<file path="src/rtl/console_io_ctrl_pkg.sv">
// Shared types and constants for the console I/O controller: FSM state
// encodings, default sizing and STATUS bit positions.
package console_pkg;

  typedef enum logic {
    RX_IDLE = 1'b0,
    RX_ACK  = 1'b1
  } rx_state_e;

  typedef enum logic {
    TX_IDLE = 1'b0,
    TX_SEND = 1'b1
  } tx_state_e;

  localparam int DEF_FIFO_DEPTH = 4;
  localparam int DEF_DATA_W     = 8;

  localparam int ST_IN_AVAIL = 0;
  localparam int ST_OUT_BUSY = 1;
  localparam int ST_RX_FULL  = 2;
  localparam int ST_OUT_OVF  = 3;

  function automatic logic [3:0] pack_status(input logic out_ovf, input logic rx_full,
                                             input logic out_busy, input logic in_avail);
    logic [3:0] st;
    st              = 4'b0000;
    st[ST_OUT_OVF]  = out_ovf;
    st[ST_RX_FULL]  = rx_full;
    st[ST_OUT_BUSY] = out_busy;
    st[ST_IN_AVAIL] = in_avail;
    return st;
  endfunction

endpackage

</file>
<file path="src/rtl/console_io_ctrl_if.sv">
// Console bundle: UART-side 4-phase RX handshake, TX valid/ready, and the
// processor-side strobes and status.
interface console_io_ctrl_if
  import console_pkg::*;
#(
  parameter int DATA_W = DEF_DATA_W
) ();

  logic [DATA_W-1:0] CONSOLE_IN;
  logic              CONSOLE_IN_valid;
  logic              CONSOLE_IN_ack;
  logic [DATA_W-1:0] CONSOLE_OUT;
  logic              CONSOLE_OUT_valid;
  logic              CONSOLE_OUT_ready;
  logic              RD_IN;
  logic              WR_OUT;
  logic [DATA_W-1:0] WD;
  logic [DATA_W-1:0] IN_DATA;
  logic [3:0]        STATUS;

  modport slave (
    input  CONSOLE_IN, CONSOLE_IN_valid, CONSOLE_OUT_ready, RD_IN, WR_OUT, WD,
    output CONSOLE_IN_ack, CONSOLE_OUT, CONSOLE_OUT_valid, IN_DATA, STATUS
  );

  modport master (
    output CONSOLE_IN, CONSOLE_IN_valid, CONSOLE_OUT_ready, RD_IN, WR_OUT, WD,
    input  CONSOLE_IN_ack, CONSOLE_OUT, CONSOLE_OUT_valid, IN_DATA, STATUS
  );

endinterface

</file>
<file path="src/rtl/console_io_ctrl_fifo.sv">
// RX byte buffer: power-of-two circular FIFO with a first-word-fall-through
// head and synchronous reset that also clears storage.
module console_fifo
  import console_pkg::*;
#(
  parameter int DEPTH = DEF_FIFO_DEPTH,
  parameter int W     = DEF_DATA_W
) (
  input  logic         clk,
  input  logic         rst,
  input  logic         push,
  input  logic         pop,
  input  logic [W-1:0] din,
  output logic         full,
  output logic         empty,
  output logic [W-1:0] head
);

  localparam int PTR_W = $clog2(DEPTH);
  localparam int CNT_W = PTR_W + 1;

  logic [W-1:0]     mem_r [DEPTH];
  logic [PTR_W-1:0] wr_ptr_r;
  logic [PTR_W-1:0] rd_ptr_r;
  logic [CNT_W-1:0] count_r;
  logic             do_push_s;
  logic             do_pop_s;

  assign empty     = (count_r == {CNT_W{1'b0}});
  assign full      = (count_r == CNT_W'(DEPTH));
  assign do_pop_s  = pop && !empty;
  // A full buffer only takes a byte when the head leaves on the same edge.
  assign do_push_s = push && (!full || do_pop_s);
  assign head      = mem_r[rd_ptr_r];

  // Storage, wrapping pointers and occupancy.
  always_ff @(posedge clk) begin
    if (rst) begin
      wr_ptr_r <= {PTR_W{1'b0}};
      rd_ptr_r <= {PTR_W{1'b0}};
      count_r  <= {CNT_W{1'b0}};
      for (int i = 0; i < DEPTH; i++) begin
        mem_r[i] <= {W{1'b0}};
      end
    end else begin
      if (do_push_s) begin
        mem_r[wr_ptr_r] <= din;
        wr_ptr_r        <= wr_ptr_r + PTR_W'(1);
      end
      if (do_pop_s) begin
        rd_ptr_r <= rd_ptr_r + PTR_W'(1);
      end
      case ({do_push_s, do_pop_s})
        2'b10:   count_r <= count_r + CNT_W'(1);
        2'b01:   count_r <= count_r - CNT_W'(1);
        default: count_r <= count_r;
      endcase
    end
  end

endmodule

</file>
<file path="src/rtl/console_io_ctrl.sv">
// Console I/O controller: 4-phase RX handshake into a byte FIFO for the
// processor, and a single-entry TX holding register with overflow flag.
module console_io_ctrl
  import console_pkg::*;
#(
  parameter int FIFO_DEPTH = DEF_FIFO_DEPTH,
  parameter int DATA_W     = DEF_DATA_W
) (
  input  logic               CLK,
  input  logic               RESET,
  console_io_ctrl_if.slave   bus
);

  rx_state_e         rx_state_r;
  rx_state_e         rx_state_nxt_s;
  tx_state_e         tx_state_r;
  tx_state_e         tx_state_nxt_s;
  logic              rx_push_s;
  logic              rx_ack_s;
  logic              tx_valid_s;
  logic              fifo_full_s;
  logic              fifo_empty_s;
  logic [DATA_W-1:0] fifo_head_s;
  logic [DATA_W-1:0] out_data_r;
  logic              ovf_r;

  console_fifo #(
    .DEPTH (FIFO_DEPTH),
    .W     (DATA_W)
  ) u_rx_fifo (
    .clk   (CLK),
    .rst   (RESET),
    .push  (rx_push_s),
    .pop   (bus.RD_IN),
    .din   (bus.CONSOLE_IN),
    .full  (fifo_full_s),
    .empty (fifo_empty_s),
    .head  (fifo_head_s)
  );

  // RX state register.
  always_ff @(posedge CLK) begin
    if (RESET) begin
      rx_state_r <= RX_IDLE;
    end else begin
      rx_state_r <= rx_state_nxt_s;
    end
  end

  // RX next state; the push fires only on the IDLE->ACK transition.
  always_comb begin
    rx_state_nxt_s = rx_state_r;
    rx_push_s      = 1'b0;
    case (rx_state_r)
      RX_IDLE: begin
        if (bus.CONSOLE_IN_valid && (!fifo_full_s || bus.RD_IN)) begin
          rx_state_nxt_s = RX_ACK;
          rx_push_s      = 1'b1;
        end else begin
          rx_state_nxt_s = RX_IDLE;
        end
      end
      RX_ACK: begin
        if (!bus.CONSOLE_IN_valid) begin
          rx_state_nxt_s = RX_IDLE;
        end else begin
          rx_state_nxt_s = RX_ACK;
        end
      end
      default: rx_state_nxt_s = RX_IDLE;
    endcase
  end

  // RX outputs.
  always_comb begin
    case (rx_state_r)
      RX_ACK:  rx_ack_s = 1'b1;
      default: rx_ack_s = 1'b0;
    endcase
  end

  // TX state register.
  always_ff @(posedge CLK) begin
    if (RESET) begin
      tx_state_r <= TX_IDLE;
    end else begin
      tx_state_r <= tx_state_nxt_s;
    end
  end

  // TX next state.
  always_comb begin
    tx_state_nxt_s = tx_state_r;
    case (tx_state_r)
      TX_IDLE: begin
        if (bus.WR_OUT) begin
          tx_state_nxt_s = TX_SEND;
        end else begin
          tx_state_nxt_s = TX_IDLE;
        end
      end
      TX_SEND: begin
        if (bus.CONSOLE_OUT_ready) begin
          tx_state_nxt_s = TX_IDLE;
        end else begin
          tx_state_nxt_s = TX_SEND;
        end
      end
      default: tx_state_nxt_s = TX_IDLE;
    endcase
  end

  // TX outputs.
  always_comb begin
    case (tx_state_r)
      TX_SEND: tx_valid_s = 1'b1;
      default: tx_valid_s = 1'b0;
    endcase
  end

  // TX holding register and sticky overflow; writes while sending are lost.
  always_ff @(posedge CLK) begin
    if (RESET) begin
      out_data_r <= {DATA_W{1'b0}};
      ovf_r      <= 1'b0;
    end else begin
      if (tx_state_r == TX_IDLE && bus.WR_OUT) begin
        out_data_r <= bus.WD;
      end
      if (tx_state_r == TX_SEND && bus.WR_OUT) begin
        ovf_r <= 1'b1;
      end
    end
  end

  assign bus.CONSOLE_IN_ack    = rx_ack_s;
  assign bus.CONSOLE_OUT       = out_data_r;
  assign bus.CONSOLE_OUT_valid = tx_valid_s;
  assign bus.IN_DATA           = fifo_head_s;
  assign bus.STATUS            = pack_status(ovf_r, fifo_full_s, tx_valid_s, !fifo_empty_s);

endmodule

</file>
<file path="src/flat_wrapper.sv">
// flat-port wrapper written by rule: the top's interface ports become plain ports
module console_io_ctrl_flat import console_pkg::*;
#(
  parameter int FIFO_DEPTH = DEF_FIFO_DEPTH,
  parameter int DATA_W     = DEF_DATA_W
)
  (CLK, RESET, bus_CONSOLE_IN, bus_CONSOLE_IN_valid, bus_CONSOLE_OUT_ready, bus_RD_IN, bus_WR_OUT, bus_WD, bus_CONSOLE_IN_ack, bus_CONSOLE_OUT, bus_CONSOLE_OUT_valid, bus_IN_DATA, bus_STATUS);
  console_io_ctrl_if #(.DATA_W(DATA_W)) bus_i ();
  input  logic CLK;
  input  logic RESET;
  input wire logic [$bits(bus_i.CONSOLE_IN)-1:0] bus_CONSOLE_IN;
  input wire logic [$bits(bus_i.CONSOLE_IN_valid)-1:0] bus_CONSOLE_IN_valid;
  input wire logic [$bits(bus_i.CONSOLE_OUT_ready)-1:0] bus_CONSOLE_OUT_ready;
  input wire logic [$bits(bus_i.RD_IN)-1:0] bus_RD_IN;
  input wire logic [$bits(bus_i.WR_OUT)-1:0] bus_WR_OUT;
  input wire logic [$bits(bus_i.WD)-1:0] bus_WD;
  output wire logic [$bits(bus_i.CONSOLE_IN_ack)-1:0] bus_CONSOLE_IN_ack;
  output wire logic [$bits(bus_i.CONSOLE_OUT)-1:0] bus_CONSOLE_OUT;
  output wire logic [$bits(bus_i.CONSOLE_OUT_valid)-1:0] bus_CONSOLE_OUT_valid;
  output wire logic [$bits(bus_i.IN_DATA)-1:0] bus_IN_DATA;
  output wire logic [$bits(bus_i.STATUS)-1:0] bus_STATUS;
  assign bus_i.CONSOLE_IN = bus_CONSOLE_IN;
  assign bus_i.CONSOLE_IN_valid = bus_CONSOLE_IN_valid;
  assign bus_i.CONSOLE_OUT_ready = bus_CONSOLE_OUT_ready;
  assign bus_i.RD_IN = bus_RD_IN;
  assign bus_i.WR_OUT = bus_WR_OUT;
  assign bus_i.WD = bus_WD;
  assign bus_CONSOLE_IN_ack = bus_i.CONSOLE_IN_ack;
  assign bus_CONSOLE_OUT = bus_i.CONSOLE_OUT;
  assign bus_CONSOLE_OUT_valid = bus_i.CONSOLE_OUT_valid;
  assign bus_IN_DATA = bus_i.IN_DATA;
  assign bus_STATUS = bus_i.STATUS;
  console_io_ctrl #(.FIFO_DEPTH(FIFO_DEPTH), .DATA_W(DATA_W)) u_core (.CLK(CLK), .RESET(RESET), .bus(bus_i));
endmodule
</file>
<file path="config.mk">
export PLATFORM = sky130hd
export DESIGN_NAME = console_io_ctrl_flat
export DESIGN_NICKNAME = d
export VERILOG_FILES = /design/src/rtl/console_io_ctrl_pkg.sv /design/src/rtl/console_io_ctrl_if.sv /design/src/rtl/console_io_ctrl_fifo.sv /design/src/rtl/console_io_ctrl.sv /design/src/flat_wrapper.sv
export SDC_FILE = /design/constraint.sdc
export NUM_CORES = 1
export LEC_CHECK = 0
export CORE_UTILIZATION = 55
export DETAILED_ROUTE_END_ITERATION = 16
export PLACE_DENSITY = 0.84
export SETUP_SLACK_MARGIN = 0.02
export SYNTH_ARGS = -nofsm -noshare
export SYNTH_HDL_FRONTEND = slang
export SYNTH_SLANG_ARGS = --single-unit
</file>
<file path="constraint.sdc">
create_clock -name CLK -period 6.7 [get_ports CLK]
set_clock_uncertainty 0.15 [all_clocks]
set_input_delay 1.34 -clock CLK [delete_from_list [all_inputs] [get_ports CLK]]
set_output_delay 1.34 -clock CLK [all_outputs]
set_load 0.05 [all_outputs]
</file>
==> results of run 1 <==
==> worst max-delay path: stages <==
cell             delay, ps
clkdlybuf4s50_1        460
or4b_4                 560
and2_4                 190
clkinv_1               160
ha_1                   220
inv_1                   60
fa_1                   370
xor2_1                 160
or3_1                  310
a21oi_1                150
==> layer usage <==
metal | GRT usage (%) | vias up | wire length [um] | part of all wire, %
met3 | 5.38 | 6 | 194 | 4.5
met1 | 26.4 | 738 | 1740 | 40
met5 | 0 | - | 0 | 0
li1 | - | 714 | - | -
met4 | 10.1 | 0 | 72 | 1.7
met2 | 37.9 | 38 | 2340 | 54
==> cell usage after synthesis <==
cell type,instances,share of area (%)
buf_6,1,0.51
buf_1,1,0.17
nand3_1,1,0.23
ha_1,1,0.56
buf_4,3,1.0
nor2b_1,2,0.56
a31o_1,2,0.79
o21ai_0,2,0.45
fa_1,1,0.90
clkbuf_1,6,1.0
clkinv_1,1,0.17
dfxtp_1,20,18
buf_2,1,0.23
nor2_1,42,7.1
o311ai_0,1,0.39
nand4_2,1,0.56
edfxtp_1,32,43
xor2_1,3,1.2
xnor2_1,1,0.39
inv_1,4,0.68
nand2b_1,15,4.2
and3_1,1,0.28
nand3_2,1,0.45
or4b_4,1,0.62
and2_4,1,0.39
nand2_1,16,2.7
a21oi_1,13,2.9
nand4b_2,1,0.68
mux4_2,8,8.1
or3_1,1,0.28
or3_2,1,0.34
a21oi_2,1,0.39
o31a_2,1,0.45
==> worst paths after layout <==
kind	to	start
min reg2reg	u_core.bus.CONSOLE_OUT[7]$_SDFFE_PP0P_	u_core.bus.CONSOLE_OUT[7]$_SDFFE_PP0P_
max reg2reg	u_core.u_rx_fifo.count_r[2]$_SDFFE_PP0P_	u_core.u_rx_fifo.count_r[2]$_SDFFE_PP0P_
max	u_core.u_rx_fifo.count_r[2]$_SDFFE_PP0P_	bus_RD_IN
min	u_core.bus.CONSOLE_OUT[7]$_SDFFE_PP0P_	u_core.bus.CONSOLE_OUT[7]$_SDFFE_PP0P_
==> power by group <==
part	internal (mW)	switching, mW
Clock	0.0943	0.0970
Combinational	0.135	0.194
Sequential	0.378	0.0393
Total	0.607	0.331
==> registers in the layout, indices dropped and copies added (netlist names), named ones only <==
signal	flops
u_core.u_rx_fifo.mem_r	32
u_core.bus.CONSOLE_OUT	8
u_core.u_rx_fifo.count_r	3
u_core.u_rx_fifo.rd_ptr_r	2
u_core.u_rx_fifo.wr_ptr_r	2
u_core.ovf_r	1
u_core.rx_state_r	1
u_core.tx_state_r	1
==> through the flow <==
step | utilization [%] | power (mW) | cell area, um2
4_1_cts | 72.9 | 0.941 | 2750
5_1_grt | 72.9 | 0.977 | 2750
3_5_place_dp | 70.2 | 0.755 | 2650
2_1_floorplan | - | 0.660 | 2220
3_3_place_gp | 70.2 | 0.743 | 2650
6_report | 72.9 | 0.938 | 2750
==> final cells by class <==
cell class	instances	area (um2)	area share [%]
Clock buffer	8	100	3.64
Timing Repair Buffer	43	430	15.7
Inverter	5	18.8	0.683
Tap cell	48	60.1	2.19
Multi-Input combinational cell	118	777	28.3
Sequential cell	52	1360	49.5
==> cells by family (layout without fill, tap and decap cells) <==
logic type | after synthesis | in the layout | synth area share, %
AO/OA/AOI/OAI | 20 | 20 | 5.41
XOR/XNOR | 4 | 4 | 1.58
adder cells (fa/ha/maj) | 2 | 2 | 1.46
buffers and inverters | 17 | 56 | 3.77
flip-flops | 52 | 52 | 61.3
multiplexers | 8 | 8 | 8.11
AND/OR/NAND/NOR | 84 | 84 | 18.4
==> out/metrics.cfg, run 1 <==
[synthesis]
seq_area_frac_synth_pct = 61.3
synth.distinct_cells = 33
yosysWarnings = 0
synth_seq_cells = 52
synth_area_per_cell_um2 = 11.9
synth.cell_area_um2 = 2220
synth_fp_nets = 211
synth_cells = 187

[global_route]
antenna_found_initial = 0
grt_pass1_wl_mm = 6.80
track_usage_pct = 22.2
grt_max_degree = 33
gr-total-overflow = 0
grt_pass1_vias = 1499

[clocking]
postCtsSetupBuffers = 0
cts_inserted_buffers = 5
cts_tree = done
insertion_delay_ps = 310
clk_pin_slew_worst_paths_ps = 80
clk_path_buf_depth = 2
cts-root-buf = clkbuf_8
cts_sinks = 52
cts_resized = 0
htreeDepth = 2
cts_hold_buf = 0

[sta]
totalNegativeSetupSlack_ps = 0
period_share_pct = 58.6
final-hold-violation-count = 0
min_period_ps = 3920
timing.fmax_mhz = 255
setup_viol = 0
fin_ws_ps = 2780
hold_slack_ps = 311
worst_slew_pin_slew_ps = 1080
relSlewSlack_pct = 27.4
finalMaxSlewViolations = 0
rsz0062_at_grt = false

[pwr]
irDropWorstVdd_uv = 341
p_per_area_nw_per_um2 = 341
leakage_nw = 0.977

[layout]
final_nets = 249
num_antenna_cells = 0
fin_cells = 274
nFillCells = 236
layout_commonest_cell = clkdlybuf4s50_1
syn_to_final_growth_pct = 23.6
final_cell_mix = 43 x clkdlybuf4s50_1, 42 x nor2_1, 32 x edfxtp_1
final_layout_size_suffix_gt1_share_pct = 10.2

[job]
timing.max_cap.violations = 0

[placed_design]
gp_congestion = 0.784
dp.cells = 266
preCtsSetupSlack_ps = 2450
portBuffers = 43
dp_hpwl_mm = 3.12

[drt]
drt_iter0_markers = 97
ant_nets = 0
firstDrtPassIters = 4
route.detailed.drc = 0
routed-via-count = 1496
routed_wl_mm = 4.35
avgViaCountPerCell = 5.46
routedWlPerCell_um = 15.9

[floorplan]
die_h_um = 65.6
initial_utilization_pct = 58.9
core_area_um2 = 3770
placementRows = 22
dieWidth_um = 65.6
die-area_um2 = 4300
ios = 44

[setup_path]
arrival_ps = 3990
cp.required_ps = 6760
cp-end-kind = flop
worstRegToRegCells = 9
cp_max_fo = 9
r2r_setup_slack_ps = 3850
start_kind = input pin
crit_type = input pin to flop

[status]
status = finished, final reports clean

[hold_path]
hold-path-cell-count = 2
hold_class = flop to flop

Note: power is estimated with default switching activity, not from simulation.
==> inputs of run 2 (changes only) <==
CORE_UTILIZATION = 46   (was 55)
PLACE_DENSITY = 0.75   (was 0.84)
clock period = 3.41 ns   (was 6.7 ns; I/O delays follow)
==> out/metrics.cfg, run 2 (synthesis results as in run 1) <==
[status]
status = finished, final reports clean

[layout]
stdcell_area_um2 = 2790
multi_input_area_um2 = 777
fin_cells = 282
regMostFlops = u_core.u_rx_fifo.mem_r
nFillCells = 378
num_antenna_cells = 0
largest_reg_flops = 32
final_cell_mix = 43 x clkdlybuf4s50_1, 42 x nor2_1, 32 x edfxtp_1
syn_to_final_growth_pct = 25.6
final_nets = 253
final_layout_size_suffix_gt1_share_pct = 11.7
layout_commonest_cell = clkdlybuf4s50_1
seq_area_um2 = 1360

[floorplan]
die_h_um = 71.5
core_area_um2 = 4500
placementRows = 24
dieWidth_um = 71.5
die-area_um2 = 5110
ios = 44
initial_utilization_pct = 49.3

[setup_path]
cp_max_fo = 8
cp-end-kind = output pin
cp.required_ps = 2580
start_kind = flop
crit_type = flop to output pin
arrival_ps = 2300
worstRegToRegCells = 9

[pwr]
p_per_area_nw_per_um2 = 674
power_mw = 1.88
leakage_nw = 0.999
irDropWorstVdd_uv = 430

[sta]
fin_ws_ps = 276
period_share_pct = 91.9
totalNegativeSetupSlack_ps = 0
min_period_ps = 3130
finalMaxSlewViolations = 0
worst_slew_pin_slew_ps = 561
timing.fmax_mhz = 319
relSlewSlack_pct = 62.5
final-hold-violation-count = 0
rsz0062_at_grt = false
setup_viol = 0

[global_route]
track_usage_pct = 17.6
grt_max_degree = 20
antenna_found_initial = 0
grt_pass1_wl_mm = 6.78
gr-total-overflow = 0
grt_pass1_vias = 1422

[drt]
firstDrtPassIters = 4
route.detailed.drc = 0
avgViaCountPerCell = 5.22
routedWlPerCell_um = 14.7
drt_iter0_markers = 79
routed-via-count = 1471
routed_wl_mm = 4.14
ant_nets = 0

[hold_path]
hold_class = flop to flop
hold-path-cell-count = 2

[placed_design]
placed_cell_area_um2 = 2680
preCtsSetupSlack_ps = 100
dp.cells = 274
portBuffers = 43
gp_congestion = 0.688
dp_hpwl_mm = 2.76

[clocking]
clk_path_buf_depth = 2
cts-root-buf = clkbuf_8
postCtsSetupBuffers = 0
clk_pin_slew_worst_paths_ps = 90
cts_sinks = 52
cts_hold_buf = 0
cts_resized = 0
insertion_delay_ps = 300
cts_tree = done
cts_inserted_buffers = 5
htreeDepth = 2

[job]
timing.max_cap.violations = 0

-- run 2: routing by layer --
layer	vias to the layer above	global-route usage (%)	share of wire, %
li1	724	-	-
met1	695	21.8	44
met2	47	30.4	48
met3	5	6.61	7.2
met4	0	2.61	0.85
met5	-	0	0
-- run 2: through the flow --
step / hold WS [ps] / util, %
CTS: 308 / 61.9
global placement: 290 / 59.6
floorplan: 288 / -
detailed placement: 296 / 59.6
finish: 306 / 61.9
global route: 332 / 61.9
-- run 2: worst max-delay path, cell delays in order (launching register included) --
cell	delay [ps]
dfxtp_1	690
mux4_2	600
clkdlybuf4s50_1	720
-- run 2: cell type report --
cell class / instances / share of cell area [%]
Sequential cell: 52 / 48.8
Multi-Input combinational cell: 118 / 27.8
Timing Repair Buffer: 47 / 16.5
Clock buffer: 6 / 2.60
Tap cell: 52 / 2.33
Clock inverter: 2 / 1.26
Inverter: 5 / 0.673
-- run 2: worst paths after layout --
check                                           start                                        to  slack (ps)
max reg2reg  u_core.u_rx_fifo.count_r[0]$_SDFFE_PP0P_  u_core.u_rx_fifo.count_r[2]$_SDFFE_PP0P_         850
min reg2reg    u_core.bus.CONSOLE_OUT[4]$_SDFFE_PP0P_    u_core.bus.CONSOLE_OUT[4]$_SDFFE_PP0P_         310
max                                              flop                            bus_IN_DATA[0]         280
min            u_core.bus.CONSOLE_OUT[4]$_SDFFE_PP0P_    u_core.bus.CONSOLE_OUT[4]$_SDFFE_PP0P_         310
-- run 2: power breakdown --
group	internal [mW]	switching, mW
registers	0.742	0.0771
clock network	0.218	0.198
logic	0.270	0.377
total	1.23	0.652
